<file path="config.mk">
export PLATFORM = sky130hd
export DESIGN_NAME = pwm_multi
export DESIGN_NICKNAME = d
export VERILOG_FILES = /design/src/rtl/pwm_multi.sv
export SDC_FILE = /design/constraint.sdc
export NUM_CORES = 1
export LEC_CHECK = 0
export ABC_AREA = 1
export CAP_MARGIN = 20
export CORE_MARGIN = 2
export CORE_UTILIZATION = 35
export CTS_BUF_LIST = sky130_fd_sc_hd__clkbuf_4 sky130_fd_sc_hd__clkbuf_8
export CTS_CLUSTER_SIZE = 20
export DETAILED_ROUTE_END_ITERATION = 10
export GPL_TIMING_DRIVEN = 0
export SYNTH_ARGS = -nofsm -noshare
export SYNTH_HDL_FRONTEND = slang
export SYNTH_SLANG_ARGS = --single-unit
</file>
<file path="constraint.sdc">
create_clock -name clk -period 2.3 [get_ports clk]
set_input_delay 0.46 -clock clk [delete_from_list [all_inputs] [get_ports clk]]
set_output_delay 0.46 -clock clk [all_outputs]
set_load 0.005 [all_outputs]
</file>
<file path="src/rtl/pwm_multi.sv">
// rtl/pwm_multi.sv - multi-channel PWM generator sharing one prescaled timebase
//
// One counter drives CHANNELS comparators. Duty values are written into shadow
// registers at any time and only become active at a period boundary, so a
// running period is never disturbed. Edge-aligned mode counts 0..P; center
// mode counts up to P and back down to 1.

module pwm_multi #(
  parameter int CHANNELS = 4,
  parameter int BITS     = 8,
  parameter int PRE_BITS = 8,
  localparam int CH_W    = (CHANNELS > 1) ? $clog2(CHANNELS) : 1
) (
  input  logic                clk,
  input  logic                rst_n,
  input  logic                en,
  input  logic                center,
  input  logic [PRE_BITS-1:0] prescale,
  input  logic [BITS-1:0]     period,
  input  logic                wr_en,
  input  logic [CH_W-1:0]     wr_ch,
  input  logic [BITS-1:0]     wr_duty,
  output logic [CHANNELS-1:0] pwm_out,
  output logic                period_start
);

  typedef enum logic {
    DIR_UP   = 1'b0,
    DIR_DOWN = 1'b1
  } dir_e;

  // Timebase state
  logic [PRE_BITS-1:0] pre_q, pre_d;
  logic                tick;
  logic [BITS-1:0]     cnt_q, cnt_d;
  dir_e                dir_q, dir_d;
  logic                boundary;

  // Shadow and active configuration
  logic [BITS-1:0]     duty_sh_q [CHANNELS];
  logic [BITS-1:0]     duty_sh_d [CHANNELS];
  logic [BITS-1:0]     duty_a_q  [CHANNELS];
  logic [BITS-1:0]     duty_a_d  [CHANNELS];
  logic [BITS-1:0]     per_a_q, per_a_d;
  logic                mode_a_q, mode_a_d;
  logic                load_act;

  // Registered outputs
  logic [CHANNELS-1:0] pwm_q, pwm_d;
  logic                start_q, start_d;

  assign pwm_out      = pwm_q;
  assign period_start = start_q;

  // Prescaler next state: tick on the last count, then wrap; cleared while idle.
  // Using >= lets a prescale value lowered below the running count wrap at
  // once instead of rolling through the whole register range.
  always_comb begin
    tick  = 1'b0;
    pre_d = pre_q;
    if (!en) begin
      pre_d = '0;
    end else if (pre_q >= prescale) begin
      tick  = 1'b1;
      pre_d = '0;
    end else begin
      pre_d = pre_q + PRE_BITS'(1);
    end
  end

  // Prescaler register
  always_ff @(posedge clk or negedge rst_n) begin
    if (!rst_n) begin
      pre_q <= '0;
    end else begin
      pre_q <= pre_d;
    end
  end

  // Counter / direction next state and boundary detection
  always_comb begin
    cnt_d    = cnt_q;
    dir_d    = dir_q;
    boundary = 1'b0;
    if (!en) begin
      cnt_d = '0;
      dir_d = DIR_UP;
    end else if (tick) begin
      if (!mode_a_q) begin
        // Edge-aligned: 0..P_a then wrap; P_a=0 makes every tick a boundary
        if (cnt_q >= per_a_q) begin
          boundary = 1'b1;
        end else begin
          cnt_d = cnt_q + BITS'(1);
        end
      end else begin
        unique case (dir_q)
          DIR_UP: begin
            if (cnt_q < per_a_q) begin
              cnt_d = cnt_q + BITS'(1);
            end else if (per_a_q <= BITS'(1)) begin
              // Too short to turn around: period is just the up-ramp
              boundary = 1'b1;
            end else begin
              cnt_d = per_a_q - BITS'(1);
              dir_d = DIR_DOWN;
            end
          end
          DIR_DOWN: begin
            if (cnt_q > BITS'(1)) begin
              cnt_d = cnt_q - BITS'(1);
            end else begin
              boundary = 1'b1;
            end
          end
          default: boundary = 1'b1;
        endcase
      end
      if (boundary) begin
        cnt_d = '0;
        dir_d = DIR_UP;
      end
    end
  end

  // Counter and direction registers
  always_ff @(posedge clk or negedge rst_n) begin
    if (!rst_n) begin
      cnt_q <= '0;
      dir_q <= DIR_UP;
    end else begin
      cnt_q <= cnt_d;
      dir_q <= dir_d;
    end
  end

  // Shadow duty next state; an out-of-range wr_ch matches no channel
  always_comb begin
    for (int i = 0; i < CHANNELS; i++) begin
      duty_sh_d[i] = duty_sh_q[i];
      if (wr_en && (wr_ch == CH_W'(i))) begin
        duty_sh_d[i] = wr_duty;
      end
    end
  end

  // Shadow duty registers
  always_ff @(posedge clk or negedge rst_n) begin
    if (!rst_n) begin
      for (int i = 0; i < CHANNELS; i++) begin
        duty_sh_q[i] <= '0;
      end
    end else begin
      for (int i = 0; i < CHANNELS; i++) begin
        duty_sh_q[i] <= duty_sh_d[i];
      end
    end
  end

  // Active configuration next state: copy shadow/inputs at a boundary or while idle.
  // The copy reads duty_sh_q, so a write landing on the boundary edge waits
  // for the following boundary.
  always_comb begin
    load_act = !en || boundary;
    per_a_d  = per_a_q;
    mode_a_d = mode_a_q;
    for (int i = 0; i < CHANNELS; i++) begin
      duty_a_d[i] = duty_a_q[i];
    end
    if (load_act) begin
      per_a_d  = period;
      mode_a_d = center;
      for (int i = 0; i < CHANNELS; i++) begin
        duty_a_d[i] = duty_sh_q[i];
      end
    end
  end

  // Active configuration registers
  always_ff @(posedge clk or negedge rst_n) begin
    if (!rst_n) begin
      per_a_q  <= '0;
      mode_a_q <= 1'b0;
      for (int i = 0; i < CHANNELS; i++) begin
        duty_a_q[i] <= '0;
      end
    end else begin
      per_a_q  <= per_a_d;
      mode_a_q <= mode_a_d;
      for (int i = 0; i < CHANNELS; i++) begin
        duty_a_q[i] <= duty_a_d[i];
      end
    end
  end

  // Output next state: compare the current count against each active duty
  always_comb begin
    pwm_d   = '0;
    start_d = boundary;
    if (en) begin
      for (int i = 0; i < CHANNELS; i++) begin
        pwm_d[i] = (cnt_q < duty_a_q[i]);
      end
    end
  end

  // Output registers
  always_ff @(posedge clk or negedge rst_n) begin
    if (!rst_n) begin
      pwm_q   <= '0;
      start_q <= 1'b0;
    end else begin
      pwm_q   <= pwm_d;
      start_q <= start_d;
    end
  end

endmodule
</file>
==> out/metrics.cfg, run 1 <==
[clocking]
cts-root-buf=clkbuf_8
cts_tree=done
clockBufferDepth=2
clock_latency_ns=0.38
cts_hold_buffers=0
cts.sinks=95
clk_pin_slew_ns=0.10
htreeDepth=3
cts_inserted_buffers=9

[synth]
synth-edff-count=0
synth_area_leaders=dfrtp_1 44%, nand2_1 13%, ha_1 12%, nand3_1 6.6%, inv_1 5.4%
synth-async-reset-ratio=1.00
synth_top_area_frac=0.439
synth_flop_cell=dfrtp_1
synthTopCellsByCount=193 x nand2_1, 95 x dfrtp_1, 78 x inv_1
syn_inst=664
synth_area_um2=5420
synth_warnings=0
synth.distinct_cells=38
ys_seq_area_frac=0.439
avgSynthCellArea_um2=8.16
synth.most_common_cell=nand2_1
synth.largest_area_cell=dfrtp_1
syn_nets=745
ys_seq_elements=95

[grt]
antenna_found_initial=0
grtUsageTotal=0.166
grt_max_degree=55
overflow=0
grt_pass1_wl_um=21600
grt_pass1_vias=4429

[die]
initial_utilization=0.358
dieArea_um2=16500
core_um2=15100
die_h_um=128
num_rows=45
die_w_um=128
pin_count=36

[timing]
max_freq_mhz=467
setup_violations=0
slew_violations=0
fin_crit_sh=0.930
maxSlewHeadroom=0.540
setup_slack_ns=0.160
fin_hold_ws_ns=0.108
setup_tns_ns=0
hold_violations=0
min_period_ns=2.14
skew_ns=0.0174
worst_pin_slew_ns=0.690

[power_and_ir_drop]
intPower_mw=2.90
pwr-share-seq=0.484
switching_share=0.353
leakage_nw=3.33
ir_worst_vdd_uv=365
comb_power_share=0.273
powerDensity_nw_per_um2=701
clockPowerShare=0.242
switching_power_mw=1.58

[critical_path]
critical-path-top-delay-family=buffers and inverters
rrSetupSlack_ns=0.16
path_buf_inv=4
critPathLaunch=prescale[7]
cp.required_ns=2.56
crit_type=in -> reg
r2r_start=cnt_q[2]
cp_slowest_cell=clkdlybuf4s50_1
r2r_cells=12
r2r-end=duty_a_q[12]
crit_path_start_kind=input pin
path_max_fanout=10
cp.arrival_ns=2.40
critPathCapture=duty_a_q[0]
cpPeakStageDelay_ns=0.45
cp.depth=10
path_cells=clkdlybuf4s50_1, inv_1, ha_1, a21oi_1, o21a_1, nand4_4, buf_6, buf_4, nand3_1, nand2_1
critPathCaptureType=flop

[layout]
fin_util=0.422
drive_gt1_frac=0.105
n_antenna_cell=0
nNetsFinal=808
area_growth_pct=18.0

[placed_design]
place.gp.congestion=0.875
io_buffer_count=35
place_hpwl_um=9610
dp_slack_ns=-0.482

[outcome]
status=completed

[detailed_routing]
via_count=4419
drtAntennaViolNets=0
drt_iter0_drc=215
dr.pass1.iters=4
avgViaCountPerCell=4.80
routedWlPerCell_um=13.9
routed_wl_um=12800
drcViolationCount=0

[run]
cap_violations=0

[worst_hold_path]
min_path_type=in -> async

-- routing by layer --
layer | share of wire | global-route usage | wire [µm] | vias to the layer above
met1 | 0.47 | 0.218 | 6070 | 2067
met2 | 0.49 | 0.283 | 6220 | 48
met4 | 0.017 | 0.0640 | 218 | 0
li1 | - | - | - | 2288
met5 | 0 | 0 | 0 | -
met3 | 0.022 | 0.0154 | 287 | 16
-- power groups by stage --
stage               Sequential, mW  Clock (mW)  Combinational (mW)
floorplan                     2.13           0               0.861
global placement              2.20           0                1.16
detailed placement            2.20           0                1.21
CTS                           2.17        1.12                1.21
global route                  2.20        1.20                1.43
finish                        2.17        1.09                1.22
-- cell usage in the layout, fill, tap and decap left out, types with 2 or more instances in the layout --
| cell type | n |
|---|---|
| ha_1 | 50 |
| a21boi_0 | 4 |
| nand2_4 | 2 |
| buf_2 | 3 |
| nor3_1 | 8 |
| o211ai_1 | 4 |
| clkbuf_1 | 5 |
| o21ai_1 | 2 |
| inv_6 | 3 |
| inv_2 | 3 |
| xor2_1 | 11 |
| nor2_1 | 22 |
| inv_1 | 77 |
| o31ai_1 | 2 |
| buf_4 | 23 |
| dfrtp_2 | 8 |
| a21oi_1 | 26 |
| clkdlybuf4s50_1 | 34 |
| o21ai_0 | 47 |
| dfrtp_1 | 87 |
| nor2_2 | 3 |
| buf_6 | 5 |
| nand3_1 | 70 |
| nand4_4 | 2 |
| nand2_1 | 193 |
| nand4_1 | 4 |
| xnor2_1 | 2 |
| clkinvlp_4 | 2 |
| clkbuf_8 | 9 |
| clkbuf_2 | 2 |
-- layout make-up --
type / count / area, µm²
fill: 1530 / 8760
multi-input combinational: 466 / 2620
sequential: 95 / 2390
timing repair buffer: 52 / 488
inverter: 81 / 308
tap: 188 / 235
buffer: 22 / 153
clock buffer: 9 / 124
clock inverter: 7 / 70.1
-- metrics by stage --
stage | std cells | power, mW | cell area [µm²]
6_report | 920 | 4.48 | 6390
5_1_grt | 920 | 4.84 | 6390
4_1_cts | 907 | 4.51 | 6250
3_5_place_dp | 888 | 3.41 | 6020
3_3_place_gp | 887 | 3.36 | 6000
2_1_floorplan | 664 | 2.99 | 5420
-- how the worst min path moves through the flow --
stage                start            to  slack (ns)
4_1_cts              rst_n  period_start        0.13
3_3_place_gp   duty_a_q[8]   duty_a_q[8]        0.46
2_1_floorplan        rst_n      cnt_q[0]        0.16
5_1_grt              rst_n    per_a_q[6]        0.16
6_report             rst_n    per_a_q[6]        0.11
3_5_place_dp   duty_a_q[8]   duty_a_q[8]        0.46
-- registers in the layout (all words and copies together) (netlist names) --
name	count
pre_q	8
pwm_out	4
period_start	1
duty_a_q	32
mode_a_q	1
cnt_q	8
per_a_q	8
dir_q	1
duty_sh_q	32
-- logic make-up (layout without fill, tap and decap cells) --
group           after synthesis  after routing  synth area share
xor+xnor                     13             13            0.0210
simple gates                311            311             0.248
fa+ha+maj                    50             50             0.116
buf+inv                     103            171            0.0818
compound gates               92             92            0.0947
flops                        95             95             0.439
-- timing repair --
item | 4_1_cts | 5_1_grt
gates resized for setup | 6 | 17
endpoints found under the hold margin | 0 | 0
setup endpoints to repair | 46 | 55
buffers inserted | 3 | 13
(Power assumes the default switching activity.)
==> run 2, diff against run 1 <==
--- a/config.mk
+++ b/config.mk
@@ -12,7 +12,6 @@
 export CTS_BUF_LIST = sky130_fd_sc_hd__clkbuf_4 sky130_fd_sc_hd__clkbuf_8
 export CTS_CLUSTER_SIZE = 20
 export DETAILED_ROUTE_END_ITERATION = 10
-export GPL_TIMING_DRIVEN = 0
 export SYNTH_ARGS = -nofsm -noshare
 export SYNTH_HDL_FRONTEND = slang
 export SYNTH_SLANG_ARGS = --single-unit
==> out/metrics.cfg, run 2 (synthesis results as in run 1) <==
[outcome]
status=completed  ; unchanged

[worst_hold_path]
min_path_type=in -> async  ; unchanged

[detailed_routing]
drt_iter0_drc=198  ; was 215
via_count=4392  ; was 4419
drcViolationCount=0  ; unchanged
avgViaCountPerCell=4.84  ; was 4.80
drtAntennaViolNets=0  ; unchanged
routed_wl_um=12400  ; was 12800 µm
routedWlPerCell_um=13.6  ; was 13.9 µm
dr.pass1.iters=4  ; unchanged

[timing]
fin_hold_ws_ns=0.0363  ; was 0.108 ns
setup_slack_ns=0.133  ; was 0.160 ns
fin_crit_sh=0.942  ; was 0.930
max_freq_mhz=461  ; was 467 MHz
rsz0062_at_grt=false
skew_ns=0.00815  ; was 0.0174 ns
min_period_ns=2.17  ; was 2.14 ns
worst_pin_slew_ns=0.572  ; was 0.690 ns
setup_violations=0  ; unchanged
slew_violations=0  ; unchanged
maxSlewHeadroom=0.618  ; was 0.540
hold_violations=0  ; unchanged

[die]
num_rows=45  ; unchanged
pin_count=36  ; unchanged
core_um2=15100  ; unchanged
die_h_um=128  ; unchanged
die_w_um=128  ; unchanged
initial_utilization=0.358  ; unchanged
dieArea_um2=16500  ; unchanged

[layout]
n_antenna_cell=0  ; unchanged
fin_util=0.419  ; was 0.422
drive_gt1_frac=0.0806  ; was 0.105
n_fill_cell=1530  ; unchanged
top_regs=duty_a_q: 32 flops, duty_sh_q: 32 flops  ; unchanged
area_growth_pct=17.1  ; was 18.0%
nNetsFinal=796  ; was 808
fin_area_um2=6340  ; was 6390 µm²
mostFrequentLayoutCells=193 x nand2_1, 95 x dfrtp_1, 78 x inv_1  ; was 193 x nand2_1, 87 x dfrtp_1, 77 x inv_1
final_common_cell=nand2_1  ; unchanged

[critical_path]
path_max_fanout=29  ; was 10
critPathLaunch=per_a_q[7]  ; was prescale[7]
cp.required_ns=2.62  ; was 2.56 ns
crit_path_start_kind=flop  ; was input pin
critPathCaptureType=flop  ; unchanged
r2r_start=per_a_q[7]  ; was cnt_q[2]
crit_type=reg -> reg  ; was in -> reg
cp.arrival_ns=2.49  ; was 2.40 ns

[clocking]
cts_hold_buffers=0  ; unchanged
cts.sinks=95  ; unchanged
cts-root-buf=clkbuf_8  ; unchanged
clockBufferDepth=2  ; unchanged
clock_latency_ns=0.38  ; about the same
cts_inserted_buffers=9  ; unchanged
clk_pin_slew_ns=0.09  ; was 0.10 ns
cts_tree=done  ; unchanged
htreeDepth=3  ; unchanged
cts-resized-gates=0  ; was 6

[run]
cap_violations=0  ; unchanged

[power_and_ir_drop]
ir_worst_vdd_uv=505  ; was 365 µV
finalPower_mw=4.60  ; was 4.48 mW
powerDensity_nw_per_um2=726  ; was 701 nW/µm²
leakage_nw=3.31  ; was 3.33 nW

[placed_design]
place_area_um2=6110  ; was 6020 µm²
io_buffer_count=35  ; unchanged
dp_slack_ns=-0.120  ; was -0.482 ns
place_hpwl_um=9420  ; was 9610 µm
place.gp.congestion=0.840  ; was 0.875

[grt]
grt_max_degree=37  ; was 55
antenna_found_initial=0  ; unchanged
overflow=0  ; unchanged
grt_pass1_wl_um=21300  ; was 21600 µm
grtUsageTotal=0.162  ; was 0.166
grt_pass1_vias=4362  ; was 4429

## run 2: cell count changes in the layout (fill, tap and decap cells not counted), sizes merged
cell | previous run | this run
clkbuf | 17 | 10
buf | 32 | 28
clkinvlp | 2 | 0
bufinv | 0 | 1
clkinv | 2 | 3
inv | 84 | 83
## run 2: layer usage
metal	global-route usage	part of all wire	vias up
met3	0.0362	0.034	13
met2	0.268	0.47	63
met1	0.217	0.49	2062
met5	0	0	-
li1	-	-	2254
met4	0.0440	0.013	0
## run 2: worst paths after layout
path / slack (ns) / endpoint / cells after the start
setup / recovery: 0.13 / duty_a_q[11] / 11
hold / removal: 0.04 / per_a_q[2] / 1
setup reg to reg: 0.13 / duty_a_q[11] / 11
hold reg to reg: 0.47 / duty_a_q[0] / 2
max in group asynchronous: 1.69 / duty_sh_q[10] / 2
min in group clk: 0.47 / duty_a_q[0] / 2
## run 2: repair_timing
item                                   CTS  global route
endpoints found under the hold margin    0             0
setup endpoints to repair                0            41
setup buffers                            0             2
## run 2: metrics by stage
| stage | setup TNS, ns | instances |
|---|---|---|
| 2_1_floorplan | 0 | 664 |
| 3_3_place_gp | -2.66 | 890 |
| 3_5_place_dp | -4.68 | 890 |
| 4_1_cts | 0 | 906 |
| 5_1_grt | 0 | 908 |
| 6_report | 0 | 908 |
## run 2: final cells by class
cell class                      instances  area, µm²  share of cell area
Clock inverter                          6       76.3              0.0120
Sequential cell                        95       2380               0.375
Inverter                               81        304              0.0480
Tap cell                              188        235              0.0371
Clock buffer                           10        138              0.0217
Multi-Input combinational cell        466       2590               0.409
Timing Repair Buffer                   62        613              0.0967
## run 2: worst max-delay path: stages (launching register included)
cell     delay [ns]
dfrtp_1        0.40
inv_1          0.09
ha_1           0.29
a21o_1         0.19
nor2_2         0.13
nand3_1        0.20
a21oi_4        0.25
nand3_4        0.13
nand2_4        0.11
buf_12         0.17
nand2_1        0.07
nand2_1        0.05
## run 2: power by group
part	switching [mW]	total (mW)	leakage [nW]	internal [mW]
sequential	0.185	2.15	1.22	1.97
combinational	0.733	1.26	1.98	0.531
clock	0.637	1.19	0.109	0.549
